**src/rtl/npu_conv_pkg.sv**
```systemverilog
// Shared types and helpers for the convolver line-buffer front end.
// Holds the feeder state encoding, the default pixel width and the 3-slot rotate helper.
package npu_conv_pkg;

  localparam int CONV_BIT_DEPTH = 8;

  typedef enum logic [2:0] {
    ST_IDLE,
    ST_FILL,
    ST_STREAM,
    ST_REFILL,
    ST_DONE
  } feeder_state_e;

  // Advance a row-slot index through 0 -> 1 -> 2 -> 0.
  function automatic logic [1:0] slot_next(input logic [1:0] idx);
    return (idx == 2'd2) ? 2'd0 : idx + 2'd1;
  endfunction

endpackage

```
**src/rtl/conv_line_ram.sv**
```systemverilog
// One image row of storage: single write port, single read port with a registered read.
// The read register holds its value whenever re is low.
module conv_line_ram #(
  parameter int BIT_DEPTH = 8,
  parameter int DEPTH     = 28,
  parameter int AW        = (DEPTH > 1) ? $clog2(DEPTH) : 1
) (
  input  logic                 clk,
  input  logic                 rst_n,
  input  logic                 we,
  input  logic [AW-1:0]        waddr,
  input  logic [BIT_DEPTH-1:0] wdata,
  input  logic                 re,
  input  logic [AW-1:0]        raddr,
  output logic [BIT_DEPTH-1:0] rdata
);

  logic [BIT_DEPTH-1:0] mem_q [DEPTH];
  logic [BIT_DEPTH-1:0] rdata_q;

  // NOTE: the storage array has no reset so it maps onto plain RAM; only the read register is reset.
  always_ff @(posedge clk) begin
    if (we) mem_q[waddr] <= wdata;
  end

  always_ff @(posedge clk or negedge rst_n) begin
    if (!rst_n)  rdata_q <= '0;
    else if (re) rdata_q <= mem_q[raddr];
  end

  assign rdata = rdata_q;

endmodule

```
**src/rtl/conv_line_feeder.sv**
```systemverilog
// Producer side of the convolver line-buffer handshake: buffers three rows and streams columns.
// Optional macro ZERO_PAD_EN frames every streamed row with a leading and trailing zero column.
module conv_line_feeder
  import npu_conv_pkg::*;
#(
  parameter int BIT_DEPTH  = CONV_BIT_DEPTH,
  parameter int IMG_WIDTH  = 28,
  parameter int IMG_HEIGHT = 28
) (
  input  logic                 clk,
  input  logic                 rst_n,
  input  logic                 start,
  input  logic [BIT_DEPTH-1:0] pix_in,
  input  logic                 pix_valid,
  output logic                 pix_ready,
  input  logic                 shift_buffer,
  output logic [BIT_DEPTH-1:0] in_l1,
  output logic [BIT_DEPTH-1:0] in_l2,
  output logic [BIT_DEPTH-1:0] in_l3,
  output logic                 out_valid,
  output logic                 lines_ready,
  output logic                 row_end,
  output logic                 frame_done
);

  localparam int CW = (IMG_WIDTH > 1) ? $clog2(IMG_WIDTH) : 1;
  localparam int RW = $clog2(IMG_HEIGHT + 1);

  feeder_state_e state_q, state_d;
  logic [CW-1:0] wr_col_q, wr_col_d, rd_col_q, rd_col_d;
  logic [RW-1:0] wr_row_q, wr_row_d;
  logic [1:0]    top_q, top_d, wr_slot_q, wr_slot_d, sel_q, sel_d;
  logic          out_valid_q, out_valid_d, row_end_q, row_end_d;
  logic          pix_accept, rd_en;
  logic          wr_last, rd_last;
  logic [BIT_DEPTH-1:0] rdata [3];
`ifdef ZERO_PAD_EN
  logic          lead_q, lead_d, trail_q, trail_d, pad_q, pad_d;
`endif

  assign pix_ready   = (state_q == ST_FILL) || (state_q == ST_REFILL);
  assign lines_ready = (state_q == ST_STREAM);
  assign frame_done  = (state_q == ST_DONE);
  assign pix_accept  = pix_valid && pix_ready;
  assign wr_last     = (wr_col_q == CW'(IMG_WIDTH - 1));
  assign rd_last     = (rd_col_q == CW'(IMG_WIDTH - 1));
  assign out_valid   = out_valid_q;
  assign row_end     = row_end_q;

  for (genvar g = 0; g < 3; g++) begin : g_slot
    conv_line_ram #(
      .BIT_DEPTH (BIT_DEPTH),
      .DEPTH     (IMG_WIDTH),
      .AW        (CW)
    ) u_ram (
      .clk   (clk),
      .rst_n (rst_n),
      .we    (pix_accept && (wr_slot_q == 2'(g))),
      .waddr (wr_col_q),
      .wdata (pix_in),
      .re    (rd_en),
      .raddr (rd_col_q),
      .rdata (rdata[g])
    );
  end

  // NOTE: every signal driven here gets a default first, so no path can infer a latch.
  always_comb begin
    state_d     = state_q;
    wr_col_d    = wr_col_q;
    rd_col_d    = rd_col_q;
    wr_row_d    = wr_row_q;
    top_d       = top_q;
    wr_slot_d   = wr_slot_q;
    sel_d       = sel_q;
    out_valid_d = 1'b0;
    row_end_d   = 1'b0;
    rd_en       = 1'b0;
`ifdef ZERO_PAD_EN
    lead_d      = lead_q;
    trail_d     = trail_q;
    pad_d       = pad_q;
`endif

    case (state_q)
      ST_IDLE: begin
        if (start) begin
          state_d   = ST_FILL;
          wr_col_d  = '0;
          rd_col_d  = '0;
          wr_row_d  = '0;
          top_d     = '0;
          wr_slot_d = '0;
`ifdef ZERO_PAD_EN
          lead_d    = 1'b0;
          trail_d   = 1'b0;
`endif
        end
      end

      ST_FILL, ST_REFILL: begin
        if (pix_accept) begin
          wr_col_d = wr_col_q + CW'(1);
          if (wr_last) begin
            wr_col_d  = '0;
            wr_row_d  = wr_row_q + RW'(1);
            wr_slot_d = slot_next(wr_slot_q);
            if (state_q == ST_REFILL) begin
              top_d   = slot_next(top_q);
              state_d = ST_STREAM;
            end else if (wr_row_q == RW'(2)) begin
              state_d = ST_STREAM;
            end
          end
        end
      end

      ST_STREAM: begin
        if (shift_buffer) begin
          out_valid_d = 1'b1;
          sel_d       = top_q;
`ifdef ZERO_PAD_EN
          if (!lead_q) begin
            pad_d  = 1'b1;
            lead_d = 1'b1;
          end else if (trail_q) begin
            pad_d     = 1'b1;
            lead_d    = 1'b0;
            trail_d   = 1'b0;
            row_end_d = 1'b1;
            state_d   = (wr_row_q < RW'(IMG_HEIGHT)) ? ST_REFILL : ST_DONE;
          end else begin
            pad_d    = 1'b0;
            rd_en    = 1'b1;
            rd_col_d = rd_last ? '0 : rd_col_q + CW'(1);
            trail_d  = rd_last;
          end
`else
          rd_en    = 1'b1;
          rd_col_d = rd_last ? '0 : rd_col_q + CW'(1);
          if (rd_last) begin
            row_end_d = 1'b1;
            state_d   = (wr_row_q < RW'(IMG_HEIGHT)) ? ST_REFILL : ST_DONE;
          end
`endif
        end
      end

      ST_DONE: state_d = ST_IDLE;

      default: state_d = ST_IDLE;
    endcase
  end

  always_ff @(posedge clk or negedge rst_n) begin
    if (!rst_n) begin
      state_q     <= ST_IDLE;
      wr_col_q    <= '0;
      rd_col_q    <= '0;
      wr_row_q    <= '0;
      top_q       <= '0;
      wr_slot_q   <= '0;
      sel_q       <= '0;
      out_valid_q <= 1'b0;
      row_end_q   <= 1'b0;
`ifdef ZERO_PAD_EN
      lead_q      <= 1'b0;
      trail_q     <= 1'b0;
      pad_q       <= 1'b0;
`endif
    end else begin
      state_q     <= state_d;
      wr_col_q    <= wr_col_d;
      rd_col_q    <= rd_col_d;
      wr_row_q    <= wr_row_d;
      top_q       <= top_d;
      wr_slot_q   <= wr_slot_d;
      sel_q       <= sel_d;
      out_valid_q <= out_valid_d;
      row_end_q   <= row_end_d;
`ifdef ZERO_PAD_EN
      lead_q      <= lead_d;
      trail_q     <= trail_d;
      pad_q       <= pad_d;
`endif
    end
  end

  function automatic logic [BIT_DEPTH-1:0] slot_data(input logic [1:0] s);
    case (s)
      2'd0:    return rdata[0];
      2'd1:    return rdata[1];
      default: return rdata[2];
    endcase
  endfunction

  // The slot mapping is captured at read time so a later top rotation cannot disturb held outputs.
  always_comb begin
    in_l1 = slot_data(sel_q);
    in_l2 = slot_data(slot_next(sel_q));
    in_l3 = slot_data(slot_next(slot_next(sel_q)));
`ifdef ZERO_PAD_EN
    if (pad_q) begin
      in_l1 = '0;
      in_l2 = '0;
      in_l3 = '0;
    end
`endif
  end

endmodule

```
**config.mk**
```make
export PLATFORM = sky130hd
export DESIGN_NAME = conv_line_feeder
export DESIGN_NICKNAME = d
export VERILOG_FILES = /design/src/rtl/npu_conv_pkg.sv /design/src/rtl/conv_line_ram.sv /design/src/rtl/conv_line_feeder.sv
export SDC_FILE = /design/constraint.sdc
export NUM_CORES = 1
export LEC_CHECK = 0
export CELL_PAD_IN_SITES_DETAIL_PLACEMENT = 1
export CELL_PAD_IN_SITES_GLOBAL_PLACEMENT = 1
export CORE_UTILIZATION = 58
export DETAILED_ROUTE_END_ITERATION = 12
export PLACE_DENSITY = 0.85
export SLEW_MARGIN = 20
export SYNTH_ARGS = -nofsm -noshare
export SYNTH_HDL_FRONTEND = slang
export SYNTH_HIERARCHICAL = 1
export SYNTH_SLANG_ARGS = --single-unit
```
**constraint.sdc**
```tcl
create_clock -name clk -period 6.6 [get_ports clk]
set_input_delay 1.32 -clock clk [delete_from_list [all_inputs] [get_ports clk]]
set_output_delay 1.32 -clock clk [all_outputs]
set_load 0.01 [all_outputs]
```
==> results.ini <==
[outcome]
status=finished, final reports clean

[cts]
clockBufferDepth=3
cts_buffers=74
clkSinkCount=722
cts_repair_resize_count=0
cts-htree-levels=3
postCtsSetupBuffers=0
ctsRootBufferMaster=clkbuf_16
cts_hold_buf=0
clk_pin_slew_ns=0.06
clk_latency_ns=0.63
cts_tree=yes

[synthesis]
synth_fa_ha_area_frac=0.00170
syn_nets=1766
ys_seq_elements=722
synth_edf_count=672
synthMuxAreaShare=0.127
synth_top_family_by_area=multiplexers
yosys.area_share.simple=0.0578
synth_area_leaders=edfxtp_1 (69%), mux2i_1 (5.9%), dfrtp_1 (4.3%)
synth.distinct_cells=57
syn_inst=1749
yosysTopAreaCellShare=0.687
synth_area_um2=29400
synth.avg_cell_area_um2=16.8
synth_xor_area_frac=0.000298
yosys.area.top_type=edfxtp_1
yosys_warnings=6
ys.flop_type=edfxtp_1
synth_compound_area_frac=0.0642
async_reset_ff_frac=0.0693
yosysSeqAreaShare=0.729

[sta]
final.setup.worst_slack_ns=2.34
finalHoldViolations=0
setup_viol=0
fmax_mhz=235
fin_setup_tns_ns=0
maxSlewViolCount=0
period_minus_slack_ns=4.26
worst_pin_slew_ns=1.23
rsz0062_at_grt=no
relSlewSlack=0.179
fin_skew_ns=0.0300
finalCritPeriodShare=0.645

[finish]
final_common_cell=edfxtp_1
syn_to_final_growth_pct=10.9
drive_above_1_share=0.156
layout_common_cells=edfxtp_1 (672), mux2i_1 (174), nor2_1 (100)
fin_nets=1818
antennaDiodeCount=0
finalInstanceArea_um2=32600

[route]
drtPass1Iterations=5
final_antenna_net_count=0
vias=17200
drt_wl_total_um=82700
drt-initial-drc-count=2190
drt-vias-per-instance=6.77
wl_per_cell_um=32.6
drc=0

[floorplanning]
die_w_um=227
die_area_um2=51600
pin_count=42
die_h_um=227
rows=82
start_util=0.587
core_um2=50100

[placement]
portBuffers=41
place_area_um2=30300
preCtsSetupSlack_ns=2.09
gp_congestion=0.881
dp_hpwl_um=50200

[global_routing]
gr-total-overflow=0
grtUsageTotal=0.328
grt_max_degree=129
grt_pass1_vias=17800
grt_pass1_wl_um=120000
antenna_found_initial=0

[power]
power_density_nw_per_um2=296
peakVddDrop_uv=200
power.leakage_uw=0.00990

[setup_path]
critical_path.top_delay_family=buffers and inverters
r2r_setup_slack_ns=2.68
slowest_delay_ns=0.68
r2r-end=g_slot[0].u_ram/mem_q[21][4]
cp_max_fo=24
reg2regPathDepth=6
critPathKind=reg -> out
startpoint_type=register
cp_data_arrival_time_ns=2.94
path_cells=buf_4 -> mux2i_1 -> o21ai_0 -> clkdlybuf4s50_1
required_ns=5.28
end_kind=output pin
r2r-start=state_q[2]
critPathSlowestCell=clkdlybuf4s50_1
critPathBufInv=2

[worst_hold_path]
min_to=top_q[0]
hold_depth=1
worstHoldStart=top_q[0]
min_path_type=reg -> reg

[run]
drv_cap=0

per-stage QoR:
| stage | cells | utilization | hold slack, ns | power [uW] |
|---|---|---|---|---|
| final | 2534 | 0.651 | 0.520 | 9630 |
| after global routing | 2534 | 0.651 | 0.531 | 9820 |
| after CTS | 2534 | 0.651 | 0.514 | 9650 |
| after detailed placement | 2397 | 0.605 | 0.505 | 5740 |
| after global placement | 2397 | 0.605 | 0.467 | 5710 |
| after floorplan | 1749 | - | 0.449 | 5450 |
registers in the layout (all words and copies together), names as in the netlist:
name and flops:
g_slot.u_ram/mem_q 672, g_slot.u_ram/rdata 24, rd_col_q 5, wr_col_q 5
wr_row_q 5, state_q 3, sel_q 2, top_q 2
wr_slot_q 2, out_valid 1, row_end 1
cells in the mapped netlist (all sizes together), types with 4 or more instances:
master	instances
edfxtp	672
mux2i	174
nor2	102
mux2	93
nand2	92
buf	60
nand3	53
dfrtp	50
o21ai	43
mux4	42
a21oi	39
a22oi	33
clkbuf	27
inv	24
a211o	19
o22ai	19
a221oi	18
nand3b	18
or3b	17
o2111ai	16
nor2b	15
o221ai	15
nor3	12
a2bb2oi	10
a32oi	9
nand2b	9
and2	7
or3	7
a2111oi	6
a211oi	6
a31oi	6
o221a	6
ha	4
power breakdown:
group          total (uW)  switching [uW]  leakage [uW]  internal (uW)
registers            5200             101       0.00666           5100
logic                 460             346       0.00212            115
clock network        3970            1740       0.00111           2230
total                9630            2190       0.00990           7440
cell type report:
type	instances	area (um^2)
inverters	24	90.1
fillers	4366	17500
clock buffers	101	2010
flip-flops and latches	722	21400
well taps	672	841
clock inverters	36	264
multi-input cells	916	7390
repair buffers	63	543
cell families after synthesis:
family / after synthesis
fa+ha+maj: 4
flops: 722
xor+xnor: 1
simple gates: 345
compound gates: 257
buf+inv: 111
mux: 309
worst max-delay path by stage:
| stage | startpoint | to | slack (ns) | depth (start not counted) |
|---|---|---|---|---|
| floorplan | pix_valid | g_slot[2].u_ram/mem_q[0][0] | 3.50 | 5 |
| global placement | pix_valid | g_slot[0].u_ram/mem_q[9][0] | 2.34 | 5 |
| detailed placement | pix_valid | g_slot[0].u_ram/mem_q[13][2] | 2.09 | 5 |
| CTS | sel_q[0] | in_l1[5] | 2.42 | 4 |
| global route | sel_q[0] | in_l1[5] | 2.33 | 4 |
| finish | sel_q[0] | in_l1[5] | 2.34 | 4 |
per-layer routing:
layer / share of wire / up-vias / track usage
met2: 0.49 / 1029 / 0.535
li1: - / 7076 / -
met3: 0.095 / 206 / 0.0626
met5: 0 / - / 0
met1: 0.38 / 8848 / 0.442
met4: 0.038 / 0 / 0.127
(Power assumes the default switching activity.)
==> edit (same settings) <==
Reset style: synchronous (`rst_n`), changed in 2 clocked blocks.
--- a/src/rtl/conv_line_ram.sv
+++ b/src/rtl/conv_line_ram.sv
@@ -23,7 +23,7 @@
     if (we) mem_q[waddr] <= wdata;
   end
 
-  always_ff @(posedge clk or negedge rst_n) begin
+  always_ff @(posedge clk) begin
     if (!rst_n)  rdata_q <= '0;
     else if (re) rdata_q <= mem_q[raddr];
   end
--- a/src/rtl/conv_line_feeder.sv
+++ b/src/rtl/conv_line_feeder.sv
@@ -152,7 +152,7 @@
     endcase
   end
 
-  always_ff @(posedge clk or negedge rst_n) begin
+  always_ff @(posedge clk) begin
     if (!rst_n) begin
       state_q     <= ST_IDLE;
       wr_col_q    <= '0;
Behaviour: differs if rst_n is asserted again (counterexample within 4 cycles, from zero or initial values and one cycle with rst_n low); with rst_n held inactive, the same outputs for 4 cycles.
==> edit against the unedited design <==
  * Power is essentially flat
  * Sequential cell count unchanged
  * First-iteration DRC count shrank 11%
  * Cell area barely moved
  * Wire length decreased by 3.8%
  * Critical endpoint is now g_slot[2].u_ram/mem_q[12][0]
  * Sequential share of layout area fell by 0.75 points
  * Setup slack better by 0.23 ns
  * Area after synthesis fell by 0.61%
  * Clock skew increased by 0.0026 ns
==> edit: results (changes against the unedited design) <==
** Drt
- Vias :: 16,300 (-5.0%)
- The detailed router's first-iteration violation count came to 1,952 (-11%).
- Final routed wire length divided by cell count :: 33.0 um (+1.1%)

** Place
- Post-placement cell area :: 30,100 um2 (-0.59%)
- The half-perimeter wire length after detailed placement is 47.6 mm (-5.2%).
- The global placement routability congestion came to 0.845 (-4.1%).
- Number of placed instances with taps included :: 2,276 (-5.0%)

** GRT
- GR met2 Demand/Resource :: 0.536 (+0.00105)
- Global routing met3 resource utilization :: 0.0641 (+0.00155)
- The first-pass GRT wire length came to 117 mm (-2.9%).
- The combined global-route utilization of all metal layers is 0.322 (-0.00642).
- Grt met1 use :: 0.428 (-0.0137)
- Largest net degree at the start of global routing :: 95 (-26%)

** Worst setup path
- The register-to-register setup slack was 3.21 ns (+0.53 ns).
- The data arrival time of the worst path is 4.25 ns (+1.31 ns).
- For this design, the slowest cell found on the critical path is nor2_1.

** Power and ir drop
- The leakage power came to 0.00986 uW (-0.35%).
- Worst IR drop on VDD :: 330 uV (+65%)

** Timing
- Relative slew slack :: 0.254 (+0.0751)
- Final Skew :: 0.0326 ns (+0.00264 ns)
- The worst hold slack was 0.522 ns (+0.00166 ns).
- Post-route clock period utilization :: 0.610 (-0.0354)

** Yosys
- Area fraction in compound gates after synthesis :: 0.0479 (-0.0163)
- After synthesis, the cell types taking the most area are edfxtp_1 69%, mux4_2 7.4%, mux2i_1 5.4%.
- The post-synthesis xor/xnor area fraction was 0.00150 (+0.00120).
- Synth Area in Adders :: 0.00171 (+0.0000105)
- Proportion of synthesized flip-flops having asynchronous set or reset :: 0 (-0.0693)
- The sequential area share after synthesis came to 0.725 (-0.00407).
- Yosys cell types :: 61 (+7.0%)

** Cells and area
- The fill cell total of the finished layout was 4,173 (-4.4%).
- The share of layout cells above drive strength 1 came to 0.150 (-0.00569).
- Finished Cell Area :: 32,600 um2 (about the same)
- Total Nets Final :: 1,704 (-6.3%)

** Clock tree
- The CTS buffer count is 73 (-1.4%).

** Outcome
- The run finished with clean final reports.
[edit: final timing paths]
kind,startpoint,to,cells past startpoint
setup / recovery,pix_valid,g_slot[2].u_ram/mem_q[12][0],5
hold / removal,wr_row_q[4],wr_row_q[4],2
setup reg to reg,state_q[0],g_slot[2].u_ram/mem_q[12][0],4
hold reg to reg,wr_row_q[4],wr_row_q[4],2
[edit: metal layers]
metal / vias up / routed length (um)
met5: - / 0
met4: 0 / 2480
met3: 179 / 7000
met2: 923 / 39500
met1: 8516 / 30600
li1: 6679 / -
[edit: area by class of cell]
cell class	count	area share
clock buffer	104	0.0651
clock inverter	30	0.00999
multi-input combinational	816	0.230
antenna	1	0.0000768
inverter	11	0.00127
sequential	722	0.651
tap	664	0.0255
timing repair buffer	63	0.0172
[edit: power by group]
group	internal (uW)	switching [uW]
Sequential	5000	27.2
Combinational	133	228
Clock	2510	1730
